`src/rtl/remove_cp_if.sv`:
```
// Sample-stream bus for the cyclic-prefix remover: serial input samples in,
// forwarded body samples plus per-symbol status out.
interface remove_cp_if;
   logic signed [15:0] DAT_I_r;
   logic signed [15:0] DAT_I_i;
   logic               STB_I;
   logic               SOF_I;
   logic signed [15:0] DAT_O_r;
   logic signed [15:0] DAT_O_i;
   logic               STB_O;
   logic               SOS_O;
   logic               EOS_O;
   logic [23:0]        METRIC_O;
   logic               METRIC_VLD;
   logic               SYNC_ERR;
   logic [15:0]        SYM_CNT_O;

   modport slave (
      input  DAT_I_r, DAT_I_i, STB_I, SOF_I,
      output DAT_O_r, DAT_O_i, STB_O, SOS_O, EOS_O,
      output METRIC_O, METRIC_VLD, SYNC_ERR, SYM_CNT_O
   );

   modport master (
      output DAT_I_r, DAT_I_i, STB_I, SOF_I,
      input  DAT_O_r, DAT_O_i, STB_O, SOS_O, EOS_O,
      input  METRIC_O, METRIC_VLD, SYNC_ERR, SYM_CNT_O
   );
endinterface

```
`src/rtl/remove_cp.sv`:
```
// Strips the cyclic prefix from an OFDM sample stream, forwards the body and
// scores prefix/tail agreement as a sum of absolute differences per symbol.
module remove_cp #(
   parameter int LCP  = 16,
   parameter int NFFT = 48
) (
   input  logic        CLK_I,
   input  logic        RST_I,
   remove_cp_if.slave  bus
);
   localparam int IW   = $clog2(NFFT + 1);
   localparam int CW   = (LCP > 1) ? $clog2(LCP) : 1;
   localparam int TAIL = NFFT - LCP;

   typedef enum logic [1:0] {IDLE, CP, BODY} state_t;

   state_t             state_q, state_d;
   logic [IW-1:0]      idx_q, idx_d;
   logic [23:0]        acc_q, acc_d;
   logic signed [15:0] dat_r_q, dat_r_d, dat_i_q, dat_i_d;
   logic               stb_q, stb_d, sos_q, sos_d, eos_q, eos_d;
   logic [23:0]        metric_q, metric_d;
   logic               mvld_q, mvld_d, serr_q, serr_d;
   logic [15:0]        cnt_q, cnt_d;

   logic signed [15:0] cp_r_q [LCP];
   logic signed [15:0] cp_i_q [LCP];
   logic               cp_we;
   logic [CW-1:0]      cp_wa;
   logic [CW-1:0]      cp_ra;

   logic [16:0]        d_r, d_i, a_r, a_i;
   logic [23:0]        term;
   logic               in_tail;

   // Tail sample k pairs with prefix sample k-(NFFT-LCP); the sum below is only
   // meaningful while in_tail holds.
   assign cp_ra   = CW'(idx_q - IW'(TAIL));
   assign in_tail = (idx_q >= IW'(TAIL));
   assign d_r     = {bus.DAT_I_r[15], bus.DAT_I_r} - {cp_r_q[cp_ra][15], cp_r_q[cp_ra]};
   assign d_i     = {bus.DAT_I_i[15], bus.DAT_I_i} - {cp_i_q[cp_ra][15], cp_i_q[cp_ra]};
   assign a_r     = d_r[16] ? (~d_r + 17'd1) : d_r;
   assign a_i     = d_i[16] ? (~d_i + 17'd1) : d_i;
   assign term    = 24'(a_r) + 24'(a_i);

   always_comb begin
      state_d  = state_q;
      idx_d    = idx_q;
      acc_d    = acc_q;
      dat_r_d  = dat_r_q;
      dat_i_d  = dat_i_q;
      stb_d    = 1'b0;
      sos_d    = 1'b0;
      eos_d    = 1'b0;
      metric_d = metric_q;
      mvld_d   = 1'b0;
      serr_d   = 1'b0;
      cnt_d    = cnt_q;
      cp_we    = 1'b0;
      cp_wa    = '0;
      if (bus.STB_I) begin
         if (bus.SOF_I) begin
            // A start-of-frame always opens a new symbol; mid-symbol it also aborts.
            serr_d = (state_q != IDLE);
            acc_d  = '0;
            cp_we  = 1'b1;
            if (LCP == 1) begin
               state_d = BODY;
               idx_d   = '0;
            end else begin
               state_d = CP;
               idx_d   = IW'(1);
            end
         end else begin
            case (state_q)
               CP: begin
                  cp_we = 1'b1;
                  cp_wa = CW'(idx_q);
                  if (idx_q == IW'(LCP - 1)) begin
                     state_d = BODY;
                     idx_d   = '0;
                  end else begin
                     idx_d = idx_q + IW'(1);
                  end
               end
               BODY: begin
                  stb_d   = 1'b1;
                  dat_r_d = bus.DAT_I_r;
                  dat_i_d = bus.DAT_I_i;
                  sos_d   = (idx_q == '0);
                  if (in_tail) acc_d = acc_q + term;
                  if (idx_q == IW'(NFFT - 1)) begin
                     eos_d    = 1'b1;
                     mvld_d   = 1'b1;
                     metric_d = acc_q + term;
                     cnt_d    = cnt_q + 16'd1;
                     state_d  = IDLE;
                     idx_d    = '0;
                  end else begin
                     idx_d = idx_q + IW'(1);
                  end
               end
               default: ;
            endcase
         end
      end
   end

   always_ff @(posedge CLK_I or posedge RST_I) begin
      if (RST_I) begin
         state_q  <= IDLE;
         idx_q    <= '0;
         acc_q    <= '0;
         dat_r_q  <= '0;
         dat_i_q  <= '0;
         stb_q    <= 1'b0;
         sos_q    <= 1'b0;
         eos_q    <= 1'b0;
         metric_q <= '0;
         mvld_q   <= 1'b0;
         serr_q   <= 1'b0;
         cnt_q    <= '0;
      end else begin
         state_q  <= state_d;
         idx_q    <= idx_d;
         acc_q    <= acc_d;
         dat_r_q  <= dat_r_d;
         dat_i_q  <= dat_i_d;
         stb_q    <= stb_d;
         sos_q    <= sos_d;
         eos_q    <= eos_d;
         metric_q <= metric_d;
         mvld_q   <= mvld_d;
         serr_q   <= serr_d;
         cnt_q    <= cnt_d;
      end
   end

   always_ff @(posedge CLK_I or posedge RST_I) begin
      if (RST_I) begin
         for (int n = 0; n < LCP; n++) begin
            cp_r_q[n] <= '0;
            cp_i_q[n] <= '0;
         end
      end else if (cp_we) begin
         cp_r_q[cp_wa] <= bus.DAT_I_r;
         cp_i_q[cp_wa] <= bus.DAT_I_i;
      end
   end

   assign bus.DAT_O_r    = dat_r_q;
   assign bus.DAT_O_i    = dat_i_q;
   assign bus.STB_O      = stb_q;
   assign bus.SOS_O      = sos_q;
   assign bus.EOS_O      = eos_q;
   assign bus.METRIC_O   = metric_q;
   assign bus.METRIC_VLD = mvld_q;
   assign bus.SYNC_ERR   = serr_q;
   assign bus.SYM_CNT_O  = cnt_q;
endmodule
```
`src/flat_wrapper.sv`:
```
// flat-port wrapper written by rule: the top's interface ports become plain ports
module remove_cp_flat 
#(
   parameter int LCP  = 16,
   parameter int NFFT = 48
)
  (CLK_I, RST_I, bus_DAT_I_r, bus_DAT_I_i, bus_STB_I, bus_SOF_I, bus_DAT_O_r, bus_DAT_O_i, bus_STB_O, bus_SOS_O, bus_EOS_O, bus_METRIC_O, bus_METRIC_VLD, bus_SYNC_ERR, bus_SYM_CNT_O);
  remove_cp_if bus_i ();
  input  logic CLK_I;
  input  logic RST_I;
  input wire logic [$bits(bus_i.DAT_I_r)-1:0] bus_DAT_I_r;
  input wire logic [$bits(bus_i.DAT_I_i)-1:0] bus_DAT_I_i;
  input wire logic [$bits(bus_i.STB_I)-1:0] bus_STB_I;
  input wire logic [$bits(bus_i.SOF_I)-1:0] bus_SOF_I;
  output wire logic [$bits(bus_i.DAT_O_r)-1:0] bus_DAT_O_r;
  output wire logic [$bits(bus_i.DAT_O_i)-1:0] bus_DAT_O_i;
  output wire logic [$bits(bus_i.STB_O)-1:0] bus_STB_O;
  output wire logic [$bits(bus_i.SOS_O)-1:0] bus_SOS_O;
  output wire logic [$bits(bus_i.EOS_O)-1:0] bus_EOS_O;
  output wire logic [$bits(bus_i.METRIC_O)-1:0] bus_METRIC_O;
  output wire logic [$bits(bus_i.METRIC_VLD)-1:0] bus_METRIC_VLD;
  output wire logic [$bits(bus_i.SYNC_ERR)-1:0] bus_SYNC_ERR;
  output wire logic [$bits(bus_i.SYM_CNT_O)-1:0] bus_SYM_CNT_O;
  assign bus_i.DAT_I_r = bus_DAT_I_r;
  assign bus_i.DAT_I_i = bus_DAT_I_i;
  assign bus_i.STB_I = bus_STB_I;
  assign bus_i.SOF_I = bus_SOF_I;
  assign bus_DAT_O_r = bus_i.DAT_O_r;
  assign bus_DAT_O_i = bus_i.DAT_O_i;
  assign bus_STB_O = bus_i.STB_O;
  assign bus_SOS_O = bus_i.SOS_O;
  assign bus_EOS_O = bus_i.EOS_O;
  assign bus_METRIC_O = bus_i.METRIC_O;
  assign bus_METRIC_VLD = bus_i.METRIC_VLD;
  assign bus_SYNC_ERR = bus_i.SYNC_ERR;
  assign bus_SYM_CNT_O = bus_i.SYM_CNT_O;
  remove_cp #(.LCP(LCP), .NFFT(NFFT)) u_core (.CLK_I(CLK_I), .RST_I(RST_I), .bus(bus_i));
endmodule
```
`config.mk`:
```
export PLATFORM = sky130hd
export DESIGN_NAME = remove_cp_flat
export DESIGN_NICKNAME = d
export VERILOG_FILES = /design/src/rtl/remove_cp_if.sv /design/src/rtl/remove_cp.sv /design/src/flat_wrapper.sv
export SDC_FILE = /design/constraint.sdc
export NUM_CORES = 1
export LEC_CHECK = 0
export CAP_MARGIN = 20
export CORE_MARGIN = 2
export CORE_UTILIZATION = 60
export DETAILED_ROUTE_END_ITERATION = 8
export GPL_TIMING_DRIVEN = 1
export PLACE_DENSITY = 0.87
export SYNTH_ARGS = -nofsm -noshare
export SYNTH_HDL_FRONTEND = slang
export SYNTH_SLANG_ARGS = --single-unit
```
`constraint.sdc`:
```
create_clock -name CLK_I -period 25.2 [get_ports CLK_I]
set_input_delay 6.3 -clock CLK_I [delete_from_list [all_inputs] [get_ports CLK_I]]
set_output_delay 6.3 -clock CLK_I [all_outputs]
set_load 0.005 [all_outputs]
```
=== Yosys cells after proc, flatten, opt, wreduce, memory -nomap -nowiden ===
Index checks and enable logic that the tools add are counted.

* Flip-flop bits (word level): 620
* Input bits: 36
* Logic and storage cells: 119

* Add/sub/neg operators: 9
* $lt $le $gt $ge: 4
* Equality and inequality tests: 6
* Mux-type cells: 41
* Bitwise operators: 5
* Reductions and logical operators: 11

{| class="wikitable"
|+ Operators with widths
! kind !! count
|-
| $bwmux W256 || 2
|-
| $bmux W16 S4 || 2
|-
| $mux W16 || 5
|-
| $mux W24 || 3
|-
| $demux W16 S4 || 1
|-
| $add A17 B1 Y17 const B || 2
|-
| $mux W17 || 2
|-
| $not A17 Y17 || 2
|-
| $sub A16 B16 Y17 || 2
|-
| $add A24 B24 Y24 || 1
|-
| $add A17 B17 Y18 || 1
|-
| $mux W6 || 3
|-
| $add A16 B1 Y16 const B || 1
|-
| $mux W1 || 15
|-
| $mux W4 || 3
|-
| $pmux W6 S2 || 1
|-
| $ge A5 B5 Y1 const B || 2
|-
| $not A4 Y5 || 2
|-
| $reduce_and A4 Y1 || 2
|-
| $add A6 B1 Y6 const B || 1
|-
| $eq A6 B4 Y1 const B || 1
|-
| $eq A6 B6 Y1 const B || 1
|-
| $ge A6 B6 Y1 const B || 1
|-
| $logic_not A6 Y1 || 1
|-
| other kinds (13) || 19
|}

=== Longest topological paths before layout ===
* Depth after elaboration: 14
* Gate-level depth with buffers: 34
* Mapped depth without buffers: 29

=== Worst setup path after synthesis ===
Ideal clock, no wire load.

* Path type: input to register
* Start point: in bus_DAT_I_i[0]
* End point: reg u_core.acc_q[23]
* Arrival time: 12.123 ns
* Data required time: 25.117 ns
* Slack: 12.994 ns
* Cell stages on the path: 28
* Buffers on the path: 2
* Path through: inv_1 > clkbuf_1 > ha_1 > fa_1 > nand2b_1 > a211o_1 > a211oi_2 > a2111oi_1 > o31a_1 > a21oi_4 > buf_4 > mux2i_1 > ha_1 > a21o_1 > a21oi_1 > o21ai_0 > a31oi_1 > o21ai_0 > a41o_1 > o41ai_1 > xnor2_1 > ha_1 > and3_1 > o21ai_0 > o211ai_1 > nand3_1 > or3_1 > o21ai_0

* Longest elaborated chain between the ends: 9

{| class="wikitable"
|+ Ends and longest elaborated chain
! what !! RTL line !! source
|-
| from (decl) || flat_wrapper.sv:12 || <nowiki>input wire logic [$bits(bus_i.DAT_I_i)-1:0] bus_DAT_I_i;</nowiki>
|-
| $sub A16 B16 Y17 (*) || remove_cp.sv:41 || <nowiki>assign d_i = {bus.DAT_I_i[15], bus.DAT_I_i} - {cp_i_q[cp_ra][15], cp_i_q[cp_ra]};</nowiki>
|-
| $not A17 Y17 || remove_cp.sv:43 || <nowiki>assign a_i = d_i[16] ? (~d_i + 17'd1) : d_i;</nowiki>
|-
| $add A17 B1 Y17 || remove_cp.sv:43 ||
|-
| $mux W17 (*) || remove_cp.sv:43 ||
|-
| $add A17 B17 Y18 (*) || remove_cp.sv:44 || <nowiki>assign term = 24'(a_r) + 24'(a_i);</nowiki>
|-
| $add A24 B24 Y24 (*) || remove_cp.sv:91 || <nowiki>if (in_tail) acc_d = acc_q + term;</nowiki>
|-
| $mux W24 (*) || remove_cp.sv:91 ||
|-
| $mux W24 (*) || remove_cp.sv:75 || <nowiki>case (state_q)</nowiki>
|-
| $mux W24 (*) || remove_cp.sv:62 || <nowiki>if (bus.SOF_I) begin</nowiki>
|-
| to (signal assigned) || remove_cp.sv:113 || <nowiki>acc_q <= '0;</nowiki>
|-
| to (signal assigned) || remove_cp.sv:126 || <nowiki>acc_q <= acc_d;</nowiki>
|-
| to (decl) || remove_cp.sv:19 || <nowiki>logic [23:0] acc_q, acc_d;</nowiki>
|}

Mark *: on every way between the ends. The rest lies on a longest branch, timed or not. The select of a mux whose other input is x is not followed.
A chain may end at the register's enable or synchronous reset.

=== Worst setup path after layout ===
* Start point: in bus_DAT_I_r[0]
* End point: reg u_core.acc_q[23]

* Longest elaborated chain between the ends: 9

{| class="wikitable"
|+ Ends and longest elaborated chain
! what !! RTL line !! source
|-
| from (decl) || flat_wrapper.sv:11 || <nowiki>input wire logic [$bits(bus_i.DAT_I_r)-1:0] bus_DAT_I_r;</nowiki>
|-
| $sub A16 B16 Y17 (*) || remove_cp.sv:40 || <nowiki>assign d_r = {bus.DAT_I_r[15], bus.DAT_I_r} - {cp_r_q[cp_ra][15], cp_r_q[cp_ra]};</nowiki>
|-
| $not A17 Y17 || remove_cp.sv:42 || <nowiki>assign a_r = d_r[16] ? (~d_r + 17'd1) : d_r;</nowiki>
|-
| $add A17 B1 Y17 || remove_cp.sv:42 ||
|-
| $mux W17 (*) || remove_cp.sv:42 ||
|-
| $add A17 B17 Y18 (*) || remove_cp.sv:44 ||
|-
| $add A24 B24 Y24 (*) || remove_cp.sv:91 ||
|-
| $mux W24 (*) || remove_cp.sv:91 ||
|-
| $mux W24 (*) || remove_cp.sv:75 ||
|-
| $mux W24 (*) || remove_cp.sv:62 ||
|}

Marked as above.

==> qor.yml <==
dp_hpwl_um: 46400
dr.pass1.iters: 5
clkTransAtPathRegs_ns: 0.06
seq_area_um2: 15500
start_util_pct: 60.5
fin_crit_ns: 13.30
synth_compound_area_share_pct: 5.55
postCtsHoldBufs: 0
synthXorXnorAreaFrac_pct: 2.74
ant_nets: 0
post_cts_buffers: 0
synth_fa_ha_area_share_pct: 3.25
clkSinkCount: 620
cts_tree: "yes"
synthFlopType: "dfrtp_1"
tightest_slew_ns: 1.17
fp.coreArea_um2: 51200
start_kind: "primary input"
clockBufferDepth: 3
maxCapViolCount: 0
reg2reg_depth: 29
drive_above_1_share_pct: 35.3
fin_setup_tns_ns: 0
htree_num_levels: 2
port_buffers: 112
crit_path_end_kind: "flop"
synthCells: 2295
hold_violations: 0
synth_cell_types: 80
grt_pass1_vias: 21200
yosys.area_share.simple_pct: 5.58
critPathMaxFanout: 16
finalMaxSlewViolations: 0
fillers: 3301
synth_nets: 2409
placed_cells: 2978
arrival_ns: 13.85
avgSynthCellArea_um2: 13.5
die_area_um2: 53500
synth_edf_count: 0
routed_wl_um: 77900
worst_ep_required_time_ns: 25.75
grt_antenna_before_repair: 0
yosys-mux-area-fraction_pct: 30.2
setup_viol: 0
vias: 20200
clock.fmax_ghz: 0.0752
slowest_delay_ns: 0.60
numCtsBuffers: 60
ioPinCount: 113
synth_top_family_by_area: "multiplexers"
hold_path.class: "reg2reg"
cts_repair_resize_count: 0
area_growth_pct: 12.0
yosysWarnings: 0
multi_input_area_um2: 14700
avgViaCountPerCell: 6.53
route.detailed.drc: 0
clock_latency_ns: 0.64
syn-cell-area_um2: 31000
grt_setup_unrepaired: "false"
async_flop_share_pct: 100
first_iter_violations: 1675
cpMostUsedCell: "o21ai_0"
skew_ns: 0.0151
cts_root_buf: "clkbuf_16"
min_delay_path_depth: 2
placementRows: 83
worst_path_max_delay_cell: "clkdlybuf4s50_1"
seq_area_frac_synth_pct: 50.1
post_drt_wl_per_cell_um: 25.2
grt_overflow_total: 0
place_congestion: 0.910
grt_max_degree: 162
critPathKind: "in2reg"
max_slew_margin_pct: 22.0
track_usage_pct: 29.7
diodes: 0
stdcell_count: 3090
ys_ff_latch: 620
finalCritPeriodShare_pct: 52.8
die_height_um: 231
status: "completed"
fin_nets: 2476
die-width_um: 231
grt_pass1_wl_um: 122000
-- Yosys cell counts (3+ instances only) --
library cell / n / area (µm²)
dfrtp_1: 620 / 15500
mux2_2: 508 / 5720
mux4_2: 160 / 3600
nand2_1: 146 / 548
clkbuf_1: 97 / 364
o21ai_0: 94 / 470
ha_1: 74 / 926
nor2_1: 65 / 244
inv_1: 64 / 240
xnor2_1: 55 / 482
a21oi_1: 54 / 270
xor2_1: 42 / 368
nor3_1: 27 / 135
buf_2: 24 / 120
buf_1: 17 / 63.8
and3_1: 16 / 100
a21o_1: 15 / 113
nand2b_1: 15 / 93.8
nand3_1: 15 / 75.1
nor2b_1: 14 / 87.6
a22o_1: 13 / 114
o21a_1: 12 / 90.1
a31oi_1: 11 / 68.8
nand4_1: 10 / 62.6
and2_1: 9 / 56.3
or3_1: 9 / 56.3
o21bai_1: 7 / 52.6
nor4_1: 6 / 37.5
or2_2: 6 / 37.5
a211oi_1: 5 / 37.5
a41oi_1: 5 / 43.8
o211ai_1: 5 / 37.5
a22oi_1: 4 / 30.0
buf_4: 4 / 30.0
fa_1: 4 / 80.1
o31a_1: 4 / 35.0
mux2i_1: 3 / 30.0
nor3b_1: 3 / 22.5
o21ai_1: 3 / 15.0
o31ai_1: 3 / 22.5
-- critical path: cells and delay by family --
kind	cells	cell delay [ns]
adder cells (fa/ha/maj)	4	1.38
buffers and inverters	2	0.83
AND/OR/NAND/NOR	5	1.07
multiplexers	1	0.36
AO/OA/AOI/OAI	14	3.75
XOR/XNOR	1	0.14
-- metal layers --
layer | global-route usage, % | routed length, µm | vias to the layer above
met4 | 11.6 | 2590 | 0
met5 | 0 | 0 | -
met2 | 49.4 | 38700 | 826
li1 | - | - | 8561
met3 | 4.53 | 4940 | 186
met1 | 39.8 | 31700 | 10600
-- area by class of cell --
cell class                      count  share of cell area, %
Clock inverter                     22                  0.469
Tap cell                          680                   2.45
Inverter                           65                  0.725
Clock buffer                       88                   5.03
Timing Repair Buffer              147                   4.17
Sequential cell                   620                   44.7
Multi-Input combinational cell   1468                   42.4
-- registers in the layout (all words and copies together), names as in the netlist --
register / count
u_core.acc_q: 24
u_core.bus.DAT_O_i: 16
u_core.bus.DAT_O_r: 16
u_core.bus.EOS_O: 1
u_core.bus.METRIC_O: 24
u_core.bus.SOS_O: 1
u_core.bus.STB_O: 1
u_core.bus.SYM_CNT_O: 16
u_core.bus.SYNC_ERR: 1
u_core.cp_i_q: 256
u_core.cp_r_q: 256
u_core.idx_q: 6
u_core.state_q: 2
-- kinds of logic after synthesis --
family	after synthesis
flip-flops	620
multiplexers	671
adder cells (fa/ha/maj)	78
AND/OR/NAND/NOR	358
buffers and inverters	207
AO/OA/AOI/OAI	264
XOR/XNOR	97
-- cells in the final DEF (no fill, tap or decap), types with 9 or more instances in the layout --
cell / netlist / routed
ha_1: 74 / 74
o21a_1: 12 / 12
clkbuf_8: 0 / 14
a21o_1: 15 / 15
or3_1: 9 / 9
inv_1: 64 / 63
clkdlybuf4s50_1: 0 / 112
a21oi_1: 54 / 54
nand3_1: 15 / 15
clkbuf_1: 97 / 14
clkbuf_16: 0 / 60
buf_4: 4 / 31
mux2_2: 508 / 508
xnor2_1: 55 / 55
clkinv_2: 0 / 14
a31oi_1: 11 / 11
a22o_1: 13 / 13
nand4_1: 10 / 10
nand2_1: 146 / 137
and3_1: 16 / 15
nor2b_1: 14 / 12
dfrtp_1: 620 / 616
nand2_2: 0 / 9
xor2_1: 42 / 42
o21ai_0: 94 / 94
nor2_1: 65 / 65
mux4_2: 160 / 160
nand2b_1: 15 / 15
nor3_1: 27 / 27
-- final timing paths --
| check | start | end | slack [ns] |
|---|---|---|---|
| worst max-delay path | bus_DAT_I_r[0] | u_core.acc_q[23] | 11.90 |
| worst max register to register | u_core.idx_q[1] | u_core.acc_q[23] | 15.84 |
| min in group asynchronous | RST_I | u_core.bus.METRIC_O[9] | 5.98 |
| max in group asynchronous | RST_I | u_core.cp_i_q[156] | 16.71 |
| worst min-delay path | u_core.cp_i_q[145] | u_core.cp_i_q[145] | 0.48 |
| worst min register to register | u_core.cp_i_q[145] | u_core.cp_i_q[145] | 0.48 |
-- metrics by stage --
step / worst slack [ns] / hold slack, ns / utilization, % / instance area (µm²)
2_1_floorplan: 1.54 / 0.445 / - / 31000
3_3_place_gp: 11.55 / 0.456 / 64.0 / 32700
3_5_place_dp: 11.42 / 0.471 / 64.0 / 32700
4_1_cts: 12.04 / 0.480 / 67.7 / 34700
5_1_grt: 11.26 / 0.510 / 67.8 / 34700
6_report: 11.90 / 0.479 / 67.8 / 34700
Power is not shown: default switching activity piles up to over one toggle a cycle in this logic, so the estimate is an artifact.
